[src/rtl/mw_writeback_pkg.sv]
// Shared pipeline definitions for the M->W writeback stage: writeback source
// and load-type encodings, reset PC and load-extension helpers.
package mw_writeback_pkg;

  typedef enum logic [1:0] {
    WD_ALU  = 2'd0,
    WD_LOAD = 2'd1,
    WD_PC8  = 2'd2,
    WD_AUX  = 2'd3
  } wdsel_e;

  // Codes 5-7 are reserved and treated as a full-word load.
  typedef enum logic [2:0] {
    LT_LW  = 3'd0,
    LT_LB  = 3'd1,
    LT_LBU = 3'd2,
    LT_LH  = 3'd3,
    LT_LHU = 3'd4
  } load_type_e;

  localparam logic [31:0] RESET_PC       = 32'h0000_3000;
  localparam logic [31:0] PC_LINK_OFFSET = 32'd8;

  function automatic logic [31:0] ext8(input logic [7:0] b, input logic sgn);
    return {{24{sgn & b[7]}}, b};
  endfunction

  function automatic logic [31:0] ext16(input logic [15:0] h, input logic sgn);
    return {{16{sgn & h[15]}}, h};
  endfunction

endpackage

[src/rtl/load_ext.sv]
// Combinational load extender: picks the addressed byte/halfword out of an
// aligned memory word and sign- or zero-extends it.
module load_ext
  import mw_writeback_pkg::*;
(
  input  logic [31:0] word,
  input  logic [1:0]  offset,
  input  logic [2:0]  load_type,
  output logic [31:0] value
);

  logic [7:0]  byte_s;
  logic [15:0] half_s;

  // Byte/halfword lane selection and extension; halfwords ignore offset[0].
  always_comb begin
    byte_s = 8'h00;
    case (offset)
      2'd0:    byte_s = word[7:0];
      2'd1:    byte_s = word[15:8];
      2'd2:    byte_s = word[23:16];
      2'd3:    byte_s = word[31:24];
      default: byte_s = word[7:0];
    endcase
    if (offset[1]) begin
      half_s = word[31:16];
    end else begin
      half_s = word[15:0];
    end
    value = word;
    case (load_type)
      LT_LW:   value = word;
      LT_LB:   value = ext8(byte_s, 1'b1);
      LT_LBU:  value = ext8(byte_s, 1'b0);
      LT_LH:   value = ext16(half_s, 1'b1);
      LT_LHU:  value = ext16(half_s, 1'b0);
      default: value = word;
    endcase
  end

endmodule

[src/rtl/mw_writeback.sv]
// M->W pipeline register: selects the writeback value, suppresses $0 writes,
// handles stall/flush bubbles and counts retired instructions.
module mw_writeback
  import mw_writeback_pkg::*;
(
  input  logic        clk,
  input  logic        reset,
  input  logic        stall,
  input  logic        flush,
  input  logic        M_Valid,
  input  logic [31:0] M_PC,
  input  logic        M_RegWE,
  input  logic [4:0]  M_A3,
  input  logic [1:0]  M_WDSel,
  input  logic [31:0] M_ALUOut,
  input  logic [31:0] M_MemRD,
  input  logic [31:0] M_Aux,
  input  logic [2:0]  M_LoadType,
  input  logic [1:0]  M_ByteOff,
  output logic        W_RFWE,
  output logic [4:0]  W_A3,
  output logic [31:0] W_WD,
  output logic [31:0] W_WPC,
  output logic        W_Valid,
  output logic [31:0] RetireCnt
);

  logic [31:0] load_val_s;
  logic [31:0] wd_s;
  logic        rfwe_s;
  logic        retire_s;

  logic        valid_r;
  logic        rfwe_r;
  logic [4:0]  a3_r;
  logic [31:0] wd_r;
  logic [31:0] wpc_r;
  logic [31:0] retire_cnt_r;

  load_ext u_load_ext (
    .word      (M_MemRD),
    .offset    (M_ByteOff),
    .load_type (M_LoadType),
    .value     (load_val_s)
  );

  // Writeback source mux ahead of the W register.
  always_comb begin
    wd_s = M_ALUOut;
    case (M_WDSel)
      WD_ALU:  wd_s = M_ALUOut;
      WD_LOAD: wd_s = load_val_s;
      WD_PC8:  wd_s = M_PC + PC_LINK_OFFSET;
      WD_AUX:  wd_s = M_Aux;
      default: wd_s = M_ALUOut;
    endcase
  end

  assign rfwe_s   = M_Valid & M_RegWE & (M_A3 != 5'd0);
  // The instruction in W leaves on any edge it is not held by a plain stall.
  assign retire_s = valid_r & (~stall | flush);

  // W register and retirement counter; flush beats stall, bubble keeps PC.
  always_ff @(posedge clk or posedge reset) begin
    if (reset) begin
      valid_r      <= 1'b0;
      rfwe_r       <= 1'b0;
      a3_r         <= 5'd0;
      wd_r         <= 32'd0;
      wpc_r        <= RESET_PC;
      retire_cnt_r <= 32'd0;
    end else begin
      if (retire_s) begin
        retire_cnt_r <= retire_cnt_r + 32'd1;
      end
      if (flush) begin
        valid_r <= 1'b0;
        rfwe_r  <= 1'b0;
        a3_r    <= 5'd0;
        wd_r    <= 32'd0;
      end else if (!stall) begin
        valid_r <= M_Valid;
        rfwe_r  <= rfwe_s;
        a3_r    <= M_A3;
        wd_r    <= wd_s;
        wpc_r   <= M_PC;
      end
    end
  end

  assign W_Valid   = valid_r;
  assign W_RFWE    = rfwe_r;
  assign W_A3      = a3_r;
  assign W_WD      = wd_r;
  assign W_WPC     = wpc_r;
  assign RetireCnt = retire_cnt_r;

endmodule

[config.mk]
export PLATFORM = sky130hd
export DESIGN_NAME = mw_writeback
export DESIGN_NICKNAME = d
export VERILOG_FILES = /design/src/rtl/mw_writeback_pkg.sv /design/src/rtl/load_ext.sv /design/src/rtl/mw_writeback.sv
export SDC_FILE = /design/constraint.sdc
export NUM_CORES = 1
export LEC_CHECK = 0
export BUFFER_PORTS_ARGS = -buffer_cell sky130_fd_sc_hd__buf_2
export CORE_ASPECT_RATIO = 1.1
export CORE_MARGIN = 2
export CORE_UTILIZATION = 53
export DETAILED_ROUTE_END_ITERATION = 8
export GPL_TIMING_DRIVEN = 0
export PLACE_DENSITY = 0.86
export SETUP_SLACK_MARGIN = 0.02
export SKIP_CTS_REPAIR_TIMING = 1
export SLEW_MARGIN = 20
export SYNTH_ARGS = -nofsm -noshare
export SYNTH_HDL_FRONTEND = slang
export SYNTH_SLANG_ARGS = --single-unit
[constraint.sdc]
create_clock -name clk -period 5.96 [get_ports clk]
set_input_delay 1.192 -clock clk [delete_from_list [all_inputs] [get_ports clk]]
set_output_delay 1.192 -clock clk [all_outputs]
set_load 0.05 [all_outputs]
Yosys cells after proc, flatten, opt, wreduce, memory -nomap -nowiden
Cells that the tools add are included.

word-level totals
  register bits after elaboration = 103
  input port bits = 146
  output and inout bits = 103
  word-level logic and storage cells = 41

operators by class
  $add $sub $neg = 2
  eq/ne operators = 11
  muxes and demuxes = 12
  bitwise operators = 6
  reduce and logical (&&, ||, !) cells = 4

operator list
  operator                                        number
  case mux 32 bit (4 select lines)                2
  two-way mux 32 bit                              2
  adder 32 x 1 -> 32 bit (second input constant)  1
  adder 32 x 4 -> 32 bit (second input constant)  1
  case mux 8 bit (4 select lines)                 1
  two-way mux 16 bit                              1
  two-way mux 5 bit                               2
  == test 2 bit (second input constant)           4
  == test 3 x 2 -> 1 bit (second input constant)  2
  nonzero test 5 bit                              1
  == test 2 x 1 -> 1 bit (second input constant)  2
  logical NOT 2 bit                               2
  two-way mux 1 bit                               4
  bitwise AND 1 bit                               3
  == test 3 x 1 -> 1 bit (second input constant)  1
  == test 3 bit (second input constant)           1
  != test 2 x 1 -> 1 bit (second input constant)  1
  NOT 1 bit                                       2
  AND reduction 2 bit                             1
  OR 1 bit                                        1

Depth between registers and ports, before layout
  word-level depth = 6
  depth in mapped cells = 8
  gate-level depth less buffers = 6

By module
From an unflattened synthesis, not the netlist that was laid out.

second synthesis, totals
  cells, all modules = 620
  area total of the unflattened synthesis = 6452.4 um^2

modules (own cells, without submodules)
  module        times used  cells each  area each (um^2)  sequential area each (um^2)
  mw_writeback  1           521         5569.1            2580.0
  load_ext      1           99          883.3             0.0

Worst setup path after synthesis
OpenSTA, ideal clock, no wires.

  path type = in2reg
  from = in M_PC[5]
  to = reg wd_r[30] (netlist: W_WD[30])
  library setup time = 0.086 ns
  arrival = 2.708 ns
  required time = 5.874 ns
  setup slack = 3.166 ns
  cell stages on the path = 7
  path buffers = 2
  cells stage by stage = buf_2 -> nand2_1 -> or3_1 -> buf_6 -> nor4_2 -> mux2_1 -> a32oi_1

between the ends
  word-level cells in the longest chain between the ends = 4

ends and longest elaborated chain
  element                           RTL line            source
  from (decl)                       mw_writeback.sv:11  input logic [31:0] M_PC,
  adder 32 x 4 -> 32 bit            mw_writeback.sv:53  WD_PC8: wd_s = M_PC + PC_LINK_OFFSET;
  case mux 32 bit (4 select lines)  mw_writeback.sv:50  case (M_WDSel)
  two-way mux 32 bit                mw_writeback.sv:81  end else if (!stall) begin
  two-way mux 32 bit                mw_writeback.sv:76  if (flush) begin
  to (signal assigned)              mw_writeback.sv:85  wd_r <= wd_s;
  to (decl)                         mw_writeback.sv:36  logic [31:0] wd_r;

No other way between the ends. The select of a mux whose other input is x is not followed.
A chain may end at the register's enable or synchronous reset.

Worst setup path after layout
  from = in M_PC[3]
  to = reg wd_r[19] (netlist: W_WD[19])

Same word-level chain as after synthesis.

==> impl_metrics.sql <==
INSERT INTO impl_metrics (metric_group, metric, value, unit) VALUES
('worst_setup_path', 'critPathKind', 'in2reg', ''),
('sta', 'post-route-min-period', '2900', 'ps'),
('status', 'status', 'finished, final reports clean', ''),
('pwr', 'ir_worst_vdd', '0.145', 'mV'),
('routing', 'routed_wl', '22300', 'um'),
('pwr', 'power_switching', '791', 'uW'),
('sta', 'rsz_0062_raised_after_global_routing', 'false', ''),
('clock_network', 'cts_h_tree_depth', '3', ''),
('floorplanning', 'chipHeight', '118', 'um'),
('cells_and_area', 'mostFrequentLayoutCells', 'buf_2 (248), nand2_1 (153), dfrtp_1 (101)', ''),
('pwr', 'power.share.switching', '0.384', ''),
('min_path', 'hold_path.class', 'reg2reg', ''),
('pwr', 'part_of_the_power_in_registers', '0.393', ''),
('cells_and_area', 'drive_gt1_frac', '0.316', ''),
('synthesis', 'synthDistinctLibCells', '71', ''),
('synthesis', 'netlist_area', '0.00628', 'sq mm'),
('worst_setup_path', 'crit_path_max_fanout', '7', ''),
('clock_network', 'ctsLongestPathBuffers', '2', ''),
('synthesis', 'synth_fp_nets', '864', ''),
('pwr', 'clock_power_share', '0.312', ''),
('pwr', 'power_per_cell_area', '257', 'mW/mm^2'),
('clock_network', 'cts_buffers', '9', ''),
('sta', 'setup_tns', '0', 'ps'),
('routing', 'num_vias', '6965', ''),
('cells_and_area', 'num-fill-cells', '998', ''),
('synthesis', 'synth_edf_count', '0', ''),
('worst_setup_path', 'worst_path_arrival', '3130', 'ps'),
('global_routing', 'globalRoute.totalOverflow', '0', ''),
('global_routing', 'grt_antenna_before_repair', '5', ''),
('global_routing', 'number_of_global_route_vias_before_repair', '6414', ''),
('placement', 'placed_cells_incl_taps', '1105', ''),
('pwr', 'power_report.internal_total', '1.27', 'mW'),
('routing', 'detail_route.vias_per_cell', '6.19', ''),
('sta', 'fmax', '344', 'MHz'),
('sta', 'count_of_endpoints_failing_hold_in_the_final_timing_report', '0', ''),
('worst_setup_path', 'crit_path_end_kind', 'register', ''),
('routing', 'first_iter_violations', '640', ''),
('pwr', 'combPwrFrac', '0.295', ''),
('synthesis', 'avgSynthCellArea', '8.78', 'sq um'),
('placement', 'final_gp_congestion', '0.956', ''),
('placement', 'hpwl_after_dpl', '17300', 'um'),
('synthesis', 'asyncSetResetFlopFracSynth', '1.00', ''),
('sta', 'finalCritPeriodShare', '0.487', ''),
('sta', 'timing_max_transition_violations_final', '0', ''),
('routing', 'drt.antenna.violating_nets', '0', ''),
('run', 'timing.max_cap.violations', '0', ''),
('global_routing', 'grt_first_pass_wirelength', '34100', 'um'),
('clock_network', 'tritoncts_clock_tree', 'done', ''),
('sta', 'hold_slack', '469', 'ps'),
('cells_and_area', 'most_common_cell_after_layout_fill_and_taps_aside', 'buf_2', ''),
('floorplanning', 'initial_util', '0.544', ''),
('sta', 'setup-violations-final', '0', ''),
('cells_and_area', 'register_area', '0.00258', 'sq mm'),
('pwr', 'leakagePower', '3.90', 'nW'),
('clock_network', 'worst_skew_pair.late_latency', '360', 'ps'),
('cells_and_area', 'multi_input_logic_area', '0.00344', 'sq mm'),
('routing', 'drt-pass1-iter-count', '6', ''),
('cells_and_area', 'stdcell_count', '1125', ''),
('floorplanning', 'core.rowCount', '41', ''),
('global_routing', 'grt_max_degree', '60', ''),
('synthesis', 'synth_top_flop_cell', 'dfrtp_1', ''),
('sta', 'fin_worst_skew', '13.7', 'ps'),
('floorplanning', 'top_level_ports', '249', ''),
('cells_and_area', 'fin_nets', '1114', ''),
('clock_network', 'worst_setup_hold_path_clk_slew', '80', 'ps'),
('synthesis', 'seq_area_frac_synth', '0.411', ''),
('global_routing', 'grt.total_usage', '0.341', ''),
('synthesis', 'synthesis.instances', '716', ''),
('worst_setup_path', 'worst_setup_path_start_kind', 'primary input', ''),
('routing', 'route.detailed.drc', '0', ''),
('synthesis', 'synthesized_flop_and_latch_total', '103', ''),
('routing', 'wl_per_cell', '19.8', 'um'),
('floorplanning', 'core_area', '0.0115', 'sq mm'),
('clock_network', 'tritoncts_num_sinks', '103', ''),
('worst_setup_path', 'critPathRequiredTime', '6190', 'ps'),
('cells_and_area', 'area_delta_synth_final', '27.8', '%'),
('floorplanning', 'design.die.area', '0.0127', 'sq mm'),
('clock_network', 'ctsRootBufferMaster', 'clkbuf_16', ''),
('floorplanning', 'die_width', '108', 'um'),
('sta', 'transition_time_at_the_pin_with_the_least_slew_margin', '803', 'ps'),
('synthesis', 'ys.warnings.count', '0', ''),
('placement', 'io_buffers', '238', ''),
('sta', 'slew_headroom', '0.463', '');
-- layer usage --
metal,GRT usage,wire length (um)
met1,0.452,8720
met2,0.557,10600
met3,0.0507,2040
met4,0.139,928
met5,0,19
-- final cells by class --
type	count	area share
Tap cell	150	0.0234
Antenna cell	4	0.00125
Clock buffer	9	0.0280
Sequential cell	103	0.321
Multi-Input combinational cell	553	0.428
Buffer	47	0.0273
Timing Repair Buffer	239	0.152
Inverter	13	0.00670
Clock inverter	7	0.0125
-- cell usage after synthesis, types with 4 or more instances --
cell type	count	area (sq um)
o221ai_1	16	140
o21ai_1	4	20.0
a221oi_1	18	158
and4_1	8	70.1
a32oi_1	12	105
o21ai_0	63	315
mux2i_1	15	150
o31a_1	5	43.8
nor2_1	42	158
a22oi_1	9	67.6
inv_1	13	48.8
a21oi_1	13	65.1
nand3_1	22	110
dfrtp_1	101	2530
and3_1	10	62.6
mux2_2	12	135
buf_2	10	50.1
or3_1	7	43.8
o211ai_1	5	37.5
xnor2_1	33	289
nor3_1	5	25.0
xor2_1	10	87.6
nand2_1	153	574
nand4_1	16	100
clkbuf_1	32	120
nor4_1	9	56.3
-- metrics by stage --
step           instance area (sq um)   util  setup slack, ps  power, mW
4_1_cts                         8020  0.695             3100       2.05
5_1_grt                         8030  0.696             2960       2.13
3_3_place_gp                    7660  0.664              922       1.41
2_1_floorplan                   6280      -             2070       1.22
6_report                        8030  0.696             3060       2.06
3_5_place_dp                    7690  0.667             2740       1.42
-- kinds of logic (layout without fill, tap and decap cells) --
logic type | count (synthesis) | after routing | synth area share
mux | 29 | 29 | 0.0508
other cells | 0 | 4 | 0
flops | 103 | 103 | 0.411
simple gates | 296 | 296 | 0.227
buf+inv | 60 | 315 | 0.0426
compound gates | 183 | 183 | 0.205
fa+ha+maj | 2 | 2 | 0.00398
xor+xnor | 43 | 43 | 0.0599
-- critical path, stage by stage --
cell     delay [ps]
buf_2           160
ha_1            290
nand4_4         180
or4_4           600
xnor2_1         150
o21ai_0         390
a32oi_1         170
-- power groups by stage --
stage	Combinational (mW)	Sequential, mW	Clock [mW]
after floorplan	0.187	1.03	0
after global placement	0.590	0.818	0
after detailed placement	0.602	0.820	0
after CTS	0.604	0.807	0.638
after global routing	0.644	0.816	0.671
final	0.608	0.809	0.643
-- registers in the layout, summed over array words and instances (netlist names) --
register / flops
RetireCnt: 32
W_WD: 32
W_WPC: 32
W_A3: 5
W_RFWE: 1
W_Valid: 1
-- worst paths after layout --
| path | slack (ps) | cells past startpoint | start | end |
|---|---|---|---|---|
| worst min-delay path | 470 | 2 | W_WPC[12] | W_WPC[12] |
| worst min register to register | 470 | 2 | W_WPC[12] | W_WPC[12] |
| min in group asynchronous | 840 | 2 | reset | W_WPC[29] |
| worst max-delay path | 3060 | 7 | M_PC[3] | W_WD[19] |
| max in group asynchronous | 4450 | 3 | reset | W_WPC[12] |
| worst max register to register | 3770 | 5 | RetireCnt[3] | RetireCnt[28] |
No activity file was read; power rests on OpenSTA's default activity.
